**config.mk**
```make
export PLATFORM = sky130hd
export DESIGN_NAME = uart_rx
export DESIGN_NICKNAME = d
export VERILOG_FILES = /design/src/rtl/uart_pkg.sv /design/src/rtl/uart_rx_sync_2ff.sv /design/src/rtl/uart_rx.sv
export SDC_FILE = /design/constraint.sdc
export NUM_CORES = 1
export LEC_CHECK = 0
export CORE_MARGIN = 2
export CORE_UTILIZATION = 45
export DETAILED_ROUTE_END_ITERATION = 7
export PLACE_DENSITY = 0.74
export SYNTH_ARGS = -nofsm -noshare
export SYNTH_HDL_FRONTEND = slang
export SYNTH_HIERARCHICAL = 1
export SYNTH_SLANG_ARGS = --single-unit
```
**constraint.sdc**
```tcl
create_clock -name clk -period 4.49 [get_ports clk]
set_input_delay 0.449 -clock clk [delete_from_list [all_inputs] [get_ports clk]]
set_output_delay 0.449 -clock clk [all_outputs]
set_load 0.02 [all_outputs]
```
**src/rtl/uart_pkg.sv**
```systemverilog
// Shared types and helpers for the UART receiver: FSM state encoding and
// the clocks-per-bit divisor derived from the clock and baud parameters.
package uart_pkg;

  typedef enum logic [1:0] {
    IDLE  = 2'd0,
    START = 2'd1,
    DATA  = 2'd2,
    STOP  = 2'd3
  } uart_rx_state_t;

  // Integer division of the two rates; fractional remainders are dropped.
  function automatic int clks_per_bit(input real clk_freq, input real baud_rate);
    return $rtoi(clk_freq) / $rtoi(baud_rate);
  endfunction

endpackage

```
**src/rtl/uart_rx_sync_2ff.sv**
```systemverilog
// Two-flop synchronizer for an asynchronous single-bit input, with a
// parameterised reset value so an idle-high line stays high through reset.
module sync_2ff #(
  parameter logic RST_VAL = 1'b1
) (
  input  logic i_clk,
  input  logic i_sreset,
  input  logic i_d,
  output logic o_q
);

  logic [1:0] r_sync;

  always_ff @(posedge i_clk) begin
    if (i_sreset) r_sync <= {2{RST_VAL}};
    else          r_sync <= {r_sync[0], i_d};
  end

  assign o_q = r_sync[1];

endmodule

```
**src/rtl/uart_rx.sv**
```systemverilog
// UART receiver (8N1-style, DATA_BITS configurable) with an AXI-Stream output.
// Define UART_RX_MAJORITY_EN for 2-of-3 majority sampling around each bit target.
// Handshake: a word transfers on any cycle where m_axis_tvalid && m_axis_tready;
// tvalid is never dropped and tdata never changes until that transfer happens.
module uart_rx
  import uart_pkg::*;
#(
  parameter real CLK_FREQ  = 100e6,
  parameter real BAUD_RATE = 9600,
  parameter int  DATA_BITS = 8
) (
  input  logic                 clk,
  input  logic                 sreset,
  input  logic                 serial_data,
  output logic                 m_axis_tvalid,
  input  logic                 m_axis_tready,
  output logic [DATA_BITS-1:0] m_axis_tdata,
  output logic                 framing_err,
  output logic                 overrun,
  output uart_rx_state_t       o_dbg_state
);

  localparam int CLKS_PER_BIT = clks_per_bit(CLK_FREQ, BAUD_RATE);
  localparam int CTR_W = (CLKS_PER_BIT > 1) ? $clog2(CLKS_PER_BIT) : 1;
  localparam int BIT_W = $clog2(DATA_BITS + 1);
  localparam logic [CTR_W-1:0] FULL_LAST = CTR_W'(CLKS_PER_BIT - 1);
  localparam logic [CTR_W-1:0] HALF_LAST = CTR_W'(CLKS_PER_BIT / 2 - 1);
  localparam logic [BIT_W-1:0] BIT_LAST  = BIT_W'(DATA_BITS - 1);

  logic                 w_rx_s;
  uart_rx_state_t       r_state, w_state_nx;
  logic [CTR_W-1:0]     r_baud_ctr, w_baud_ctr_nx;
  logic [BIT_W-1:0]     r_bit_ctr, w_bit_ctr_nx;
  logic [DATA_BITS-1:0] r_shift, w_shift_nx;
  logic                 r_tvalid, w_tvalid_nx;
  logic [DATA_BITS-1:0] r_tdata, w_tdata_nx;
  logic                 r_ferr, r_ovr, w_ovr_nx;
  logic                 w_tick, w_sample_en, w_bit;
  logic                 w_frame_ok, w_frame_bad;

  sync_2ff #(.RST_VAL(1'b1)) u_sync (
    .i_clk    (clk),
    .i_sreset (sreset),
    .i_d      (serial_data),
    .o_q      (w_rx_s)
  );

  // The start bit is checked at its midpoint; later bits at a full period.
  assign w_tick = (r_state != IDLE) &&
                  (r_baud_ctr == ((r_state == START) ? HALF_LAST : FULL_LAST));

`ifdef UART_RX_MAJORITY_EN
  // Vote over target-1, target, target+1; the decision lands one cycle after the target.
  logic [1:0] r_hist;
  logic       r_tick_d;

  always_ff @(posedge clk) begin
    if (sreset) begin
      r_hist   <= 2'b11;
      r_tick_d <= 1'b0;
    end else begin
      r_hist   <= {r_hist[0], w_rx_s};
      r_tick_d <= w_tick;
    end
  end

  assign w_sample_en = r_tick_d;
  assign w_bit = (r_hist[1] & r_hist[0]) | (r_hist[1] & w_rx_s) | (r_hist[0] & w_rx_s);
`else
  assign w_sample_en = w_tick;
  assign w_bit       = w_rx_s;
`endif

  always_comb begin
    w_state_nx    = r_state;
    w_baud_ctr_nx = (r_baud_ctr == FULL_LAST) ? '0 : r_baud_ctr + 1'b1;
    w_bit_ctr_nx  = r_bit_ctr;
    w_shift_nx    = r_shift;
    w_frame_ok    = 1'b0;
    w_frame_bad   = 1'b0;
    case (r_state)
      IDLE: begin
        w_baud_ctr_nx = '0;
        if (!w_rx_s) w_state_nx = START;
      end
      START: begin
        if (w_sample_en) begin
          if (w_bit) begin
            w_state_nx = IDLE;
          end else begin
            w_state_nx    = DATA;
            w_baud_ctr_nx = '0;
            w_bit_ctr_nx  = '0;
          end
        end
      end
      DATA: begin
        if (w_sample_en) begin
          w_shift_nx   = {w_bit, r_shift[DATA_BITS-1:1]};
          w_bit_ctr_nx = r_bit_ctr + 1'b1;
          if (r_bit_ctr == BIT_LAST) w_state_nx = STOP;
        end
      end
      STOP: begin
        if (w_sample_en) begin
          w_state_nx  = IDLE;
          w_frame_ok  = w_bit;
          w_frame_bad = !w_bit;
        end
      end
      default: w_state_nx = IDLE;
    endcase
  end

  // A completed word is only loaded when the output slot is free or draining this cycle.
  always_comb begin
    w_tvalid_nx = r_tvalid;
    w_tdata_nx  = r_tdata;
    w_ovr_nx    = 1'b0;
    if (r_tvalid && m_axis_tready) w_tvalid_nx = 1'b0;
    if (w_frame_ok) begin
      if (!r_tvalid || m_axis_tready) begin
        w_tvalid_nx = 1'b1;
        w_tdata_nx  = r_shift;
      end else begin
        w_ovr_nx = 1'b1;
      end
    end
  end

  always_ff @(posedge clk) begin
    if (sreset) begin
      r_state    <= IDLE;
      r_baud_ctr <= '0;
      r_bit_ctr  <= '0;
      r_shift    <= '0;
      r_tvalid   <= 1'b0;
      r_tdata    <= '0;
      r_ferr     <= 1'b0;
      r_ovr      <= 1'b0;
    end else begin
      r_state    <= w_state_nx;
      r_baud_ctr <= w_baud_ctr_nx;
      r_bit_ctr  <= w_bit_ctr_nx;
      r_shift    <= w_shift_nx;
      r_tvalid   <= w_tvalid_nx;
      r_tdata    <= w_tdata_nx;
      r_ferr     <= w_frame_bad;
      r_ovr      <= w_ovr_nx;
    end
  end

  assign m_axis_tvalid = r_tvalid;
  assign m_axis_tdata  = r_tdata;
  assign framing_err   = r_ferr;
  assign overrun       = r_ovr;
  assign o_dbg_state   = r_state;

endmodule

```
* Word-level counts from Yosys, hierarchy flattened
Index checks and enable logic that the tools add are counted.
Cells by class: mux-type cells 22, bitwise logic cells 3, reduce and logical (&&, ||, !) cells 14, $add $sub $neg 2, eq/ne operators 12
Operator list (number):
- $mux W14 | 4
- $pmux W14 S2 | 1
- $add A14 B1 Y14 const B | 1
- $eq A14 B14 Y1 | 1
- $eq A14 B14 Y1 const B | 1
- $mux W2 | 6
- $mux W4 | 3
- $ne A2 B2 Y1 const B | 6
- $pmux W2 S4 | 1
- $pmux W4 S2 | 1
- $mux W1 | 6
- $reduce_and A5 Y1 | 1
- $add A4 B1 Y4 const B | 1
- $eq A2 B2 Y1 const B | 2
- $eq A4 B3 Y1 const B | 1
- $reduce_and A2 Y1 | 2
- $reduce_and A4 Y1 | 1
- $reduce_bool A2 Y1 | 2
- $not A1 Y1 | 3
- $reduce_or A3 Y1 | 1
- $eq A2 B1 Y1 const B | 1
- $logic_and A1 B1 Y1 | 2
- $logic_not A1 Y1 | 2
- $logic_not A2 Y1 | 1
- other kinds (2) | 2
Word-level totals: word-level logic and storage cells 62, bits of input ports 4, output and inout bits 13, register bits after elaboration 41

* Longest topological paths before layout
depth in word-level cells 8, gate-level depth with buffers 8, mapped depth without buffers 6

* Cells and area by module
Netlist, hierarchy kept.
Modules (own cells, without submodules):
- uart_rx | area each 1724.2 sq um, cells each 183, sequential area each 780.7 sq um, times used 1
- sync_2ff | area each 52.6 sq um, cells each 4, sequential area each 40.0 sq um, times used 1

* Worst setup path after synthesis
OpenSTA, ideal clock, no wires.
kind register to register, start point reg r_state[0] (netlist: o_dbg_state[0]), end point reg r_bit_ctr[3], data arrival time 2.006 ns, path slack 2.414 ns, setup time 0.071 ns, cell stages (with the launch flop) 8, data required time 4.419 ns, buffers on the path 2, period minus slack after synthesis 2.076 ns, cell sequence dfxtp_1 -> buf_2 -> nor2b_1 -> nand3_1 -> a211o_1 -> buf_6 -> or4_1 -> a21oi_1
On the way: word-level cells in the longest chain between the ends 6, elaborated cells on any way between the ends 12, those cells by class eq/ne: 6; mux: 2; reduce/logical: 4
RTL lines:
- start, declared | line uart_rx.sv:31 | uart_rx_state_t r_state, w_state_nx;
- start signal, assigned | line uart_rx.sv:142 | r_state <= w_state_nx;
- $eq A2 B1 Y1 | line uart_rx.sv:50, uart_rx.sv:81
- $mux W14 | line uart_rx.sv:50 | (r_baud_ctr == ((r_state == START) ? HALF_LAST : FULL_LAST));
- $eq A14 B14 Y1 | line uart_rx.sv:50
- $logic_and A1 B1 Y1 | line uart_rx.sv:49 | assign w_tick = (r_state != IDLE) &&
- $ne A2 B2 Y1 (no line)
- $reduce_and A4 Y1 (no line)
- end signal, assigned | line uart_rx.sv:144 | r_bit_ctr <= w_bit_ctr_nx;
- end, declared | line uart_rx.sv:33 | logic [BIT_W-1:0] r_bit_ctr, w_bit_ctr_nx;
Several ways; a longest one is shown, not always the timed one. A chain may end at the register's enable or synchronous reset.

==> flow_summary_export.csv <==
group,metric,value,unit
setup_path,setup.worst_path.end,"r_baud_ctr[12]",
floorplanning,fp.dieW,66.8,um
timing,worst_slew_pin_tran,0.952,ns
final_layout,mostFrequentLayoutCell,"nor2_1",
floorplanning,core_area,0.00372,mm2
timing,rsz0062_at_grt,"false",
place,globalplace.congestion,0.761,
yosys,postSynthNetCount,193,
route,post_drt_via_cell_ratio,5.23,
grt,antenna_found_initial,0,
setup_path,worst_r2r_endpoint,"r_baud_ctr[12]",
final_layout,number_of_nets_at_the_end_of_the_flow,209,
place,post_dp_cell_area,0.00197,mm2
timing,fin_skew,0.00332,ns
final_layout,area_growth,16.0,%
final_layout,antenna_cells,0,
floorplanning,die_h,66.8,um
floorplanning,num_io_pins,17,
clock_tree,clk_pin_slew,0.08,ns
yosys,syn_inst,187,
power_and_ir_drop,power.density_cell_area,303,mW/mm2
timing,shortest_clock_period_the_worst_path_allows_after_layout,2.49,ns
yosys,synthesis.yosys.warnings,6,
route,ant_nets,0,
yosys,dominantRegCellSynth,"dfxtp_1",
grt,first_pass_grt_wire_length,5180,um
clock_tree,clock-root-buffer,"clkbuf_8",
timing,final-setup-viol-count,0,
grt,gr-usage-all-layers,0.157,
timing,finalMaxSlewViolations,0,
setup_path,worstRegToRegCells,5,
route,detail_route.first_pass.iterations,4,
grt,grt_overflow,0,
route,drt-total-wl,3010,um
route,initialDrtViolationCount,56,
setup_path,timing.critical_path.slowest_cell_delay,0.78,ns
floorplanning,die_ar,0.00447,mm2
place,buffer_ports.inserted,16,
clock_tree,clkLatencyLatePin,0.30,ns
clock_tree,cts_made_buffers,5,
timing,max_slew_margin,0.363,
setup_path,critical_path.endpoint_type,"flop",
floorplanning,floorplan.initialDensity,0.478,
route,dr_total_vias,1317,
yosys,number_of_enable_type_register_cells_in_the_synthesized_netlist,0,
route,post-route-drc-count,0,
place,post-dp-hpwl,2080,um
run,timing.max_cap.violations,0,
setup_path,crit_arrival,2.64,ns
power_and_ir_drop,p_leak,0.000625,uW
setup_path,category_of_the_worst_setup_path_launch_point,"flop",
final_layout,final.fill_count,342,
clock_tree,clkSinkCount,41,
final_layout,drive_gt1_frac,0.0784,
setup_path,r2r_slack,2.00,ns
grt,grt_pass1_vias,1152,
floorplanning,rows,22,
clock_tree,hold_buffers,0,
timing,fin_setup_tns,0,ns
setup_path,critPathMaxFanout,13,
setup_path,timing.critical_path.required,4.64,ns
status,status,"finished, final reports clean",
hold_path,worstHoldPathType,"reg2reg",
yosys,asyncSetResetFlopFracSynth,0,
timing,fmax,0.401,GHz
setup_path,worst_setup_path_category,"reg2reg",
power_and_ir_drop,worst_ir_drop_vdd,0.171,mV
yosys,mappedNetlistArea,0.00178,mm2
timing,report.final.hold_viol_count,0,
clock_tree,cts.repair.resized,0,
timing,fin_worst_hold_slack,0.408,ns
clock_tree,cts_max_path_buffers,2,
yosys,avgSynthCellArea,9.50,um2
setup_path,critical_path.slowest_cell,"o31ai_2",
final_layout,finish.instance_area,0.00206,mm2
yosys,synth_unique_cells,37,
timing,timing.final.crit_share,0.556,
route,dr_wl_cell,12.0,um
yosys,synth-seq-area-share,0.462,
grt,grt_start_max_net_pins,30,
yosys,yosys_register_bits,41,
clock_tree,cts_tree,"done",
clock_tree,post_cts_buffers,0,
setup_path,worstPathCellList,"nor2b_1 > nand4bb_4 > a211o_1 > o31ai_2 > nor2_1",
clock_tree,cts_htree_levels,2,
final_layout,layout.cells.most_common_list,"nor2_1, dfxtp_1, mux2i_1",
worst min-delay path by stage:
| stage | startpoint | end | depth (start not counted) |
|---|---|---|---|
| 2_1_floorplan | u_sync/r_sync[0] | u_sync/r_sync[1] | 1 |
| 3_3_place_gp | u_sync/r_sync[0] | u_sync/r_sync[1] | 1 |
| 3_5_place_dp | u_sync/r_sync[0] | u_sync/r_sync[1] | 1 |
| 4_1_cts | u_sync/r_sync[0] | u_sync/r_sync[1] | 1 |
| 5_1_grt | u_sync/r_sync[0] | u_sync/r_sync[1] | 1 |
| 6_report | u_sync/r_sync[0] | u_sync/r_sync[1] | 1 |
cells in the mapped netlist (3+ instances only):
library cell	count	area share
a21oi_1	4	0.011
xnor2_1	6	0.030
mux2i_1	18	0.10
clkbuf_1	3	0.0063
nand4_1	5	0.018
nor2_1	45	0.095
o21ai_0	3	0.0084
dfxtp_1	41	0.46
nand2b_1	4	0.014
buf_2	3	0.0084
xor2_1	6	0.030
nand3_1	9	0.025
nand2_1	7	0.015
nor2b_1	3	0.011
final cells by class:
class | count | area, um2 | share of cell area
Clock buffer | 5 | 68.8 | 0.0334
Clock inverter | 3 | 22.5 | 0.0109
Inverter | 2 | 7.51 | 0.00364
Multi-Input combinational cell | 136 | 913 | 0.443
Sequential cell | 41 | 821 | 0.398
Tap cell | 48 | 60.1 | 0.0291
Timing Repair Buffer | 17 | 168 | 0.0814
stage by stage:
step,worst slack (ns),cells,util,total power (uW)
finish,2.00,252,0.555,624
floorplan,2.41,187,-,386
CTS,1.99,252,0.555,633
global route,1.76,252,0.555,647
global placement,2.06,244,0.530,391
detailed placement,2.03,244,0.530,391
worst max-delay path, delay by kind of cell (launching register included):
kind / cells / cell delay [ns]
flip-flops: 1 / 0.56
AND/OR/NAND/NOR: 3 / 0.55
AO/OA/AOI/OAI: 2 / 1.23
state kept, by name (all words and copies together) (netlist names), named ones only:
name,count
framing_err,1
m_axis_tdata,8
m_axis_tvalid,1
o_dbg_state,1
overrun,1
r_baud_ctr,14
r_bit_ctr,4
r_shift,8
u_sync/r_sync,2
power breakdown:
part / switching (uW) / internal, uW / total (uW)
logic: 8.76 / 6.29 / 15.0
clock network: 132 / 109 / 241
registers: 2.53 / 365 / 368
cell families (layout without fill, tap and decap cells):
family | Yosys count | count (layout) | share of synthesized area
AOI/OAI and AO/OA | 17 | 17 | 0.0789
xor gates and xnor gates | 12 | 12 | 0.0592
adders and majority gates | 2 | 2 | 0.0141
buffers and inverters | 10 | 27 | 0.0275
DFF | 41 | 41 | 0.462
muxes | 18 | 18 | 0.101
and+or+nand+nor | 87 | 87 | 0.257
per-layer routing:
layer	routed length [um]	vias to the layer above	GRT usage	share of wire
met5	0	-	0	0
met4	73	0	0.0765	0.024
met3	127	9	0.0541	0.042
met2	1420	22	0.239	0.47
met1	1390	613	0.196	0.46
li1	-	673	-	-
No activity file was read; power rests on OpenSTA's default activity.
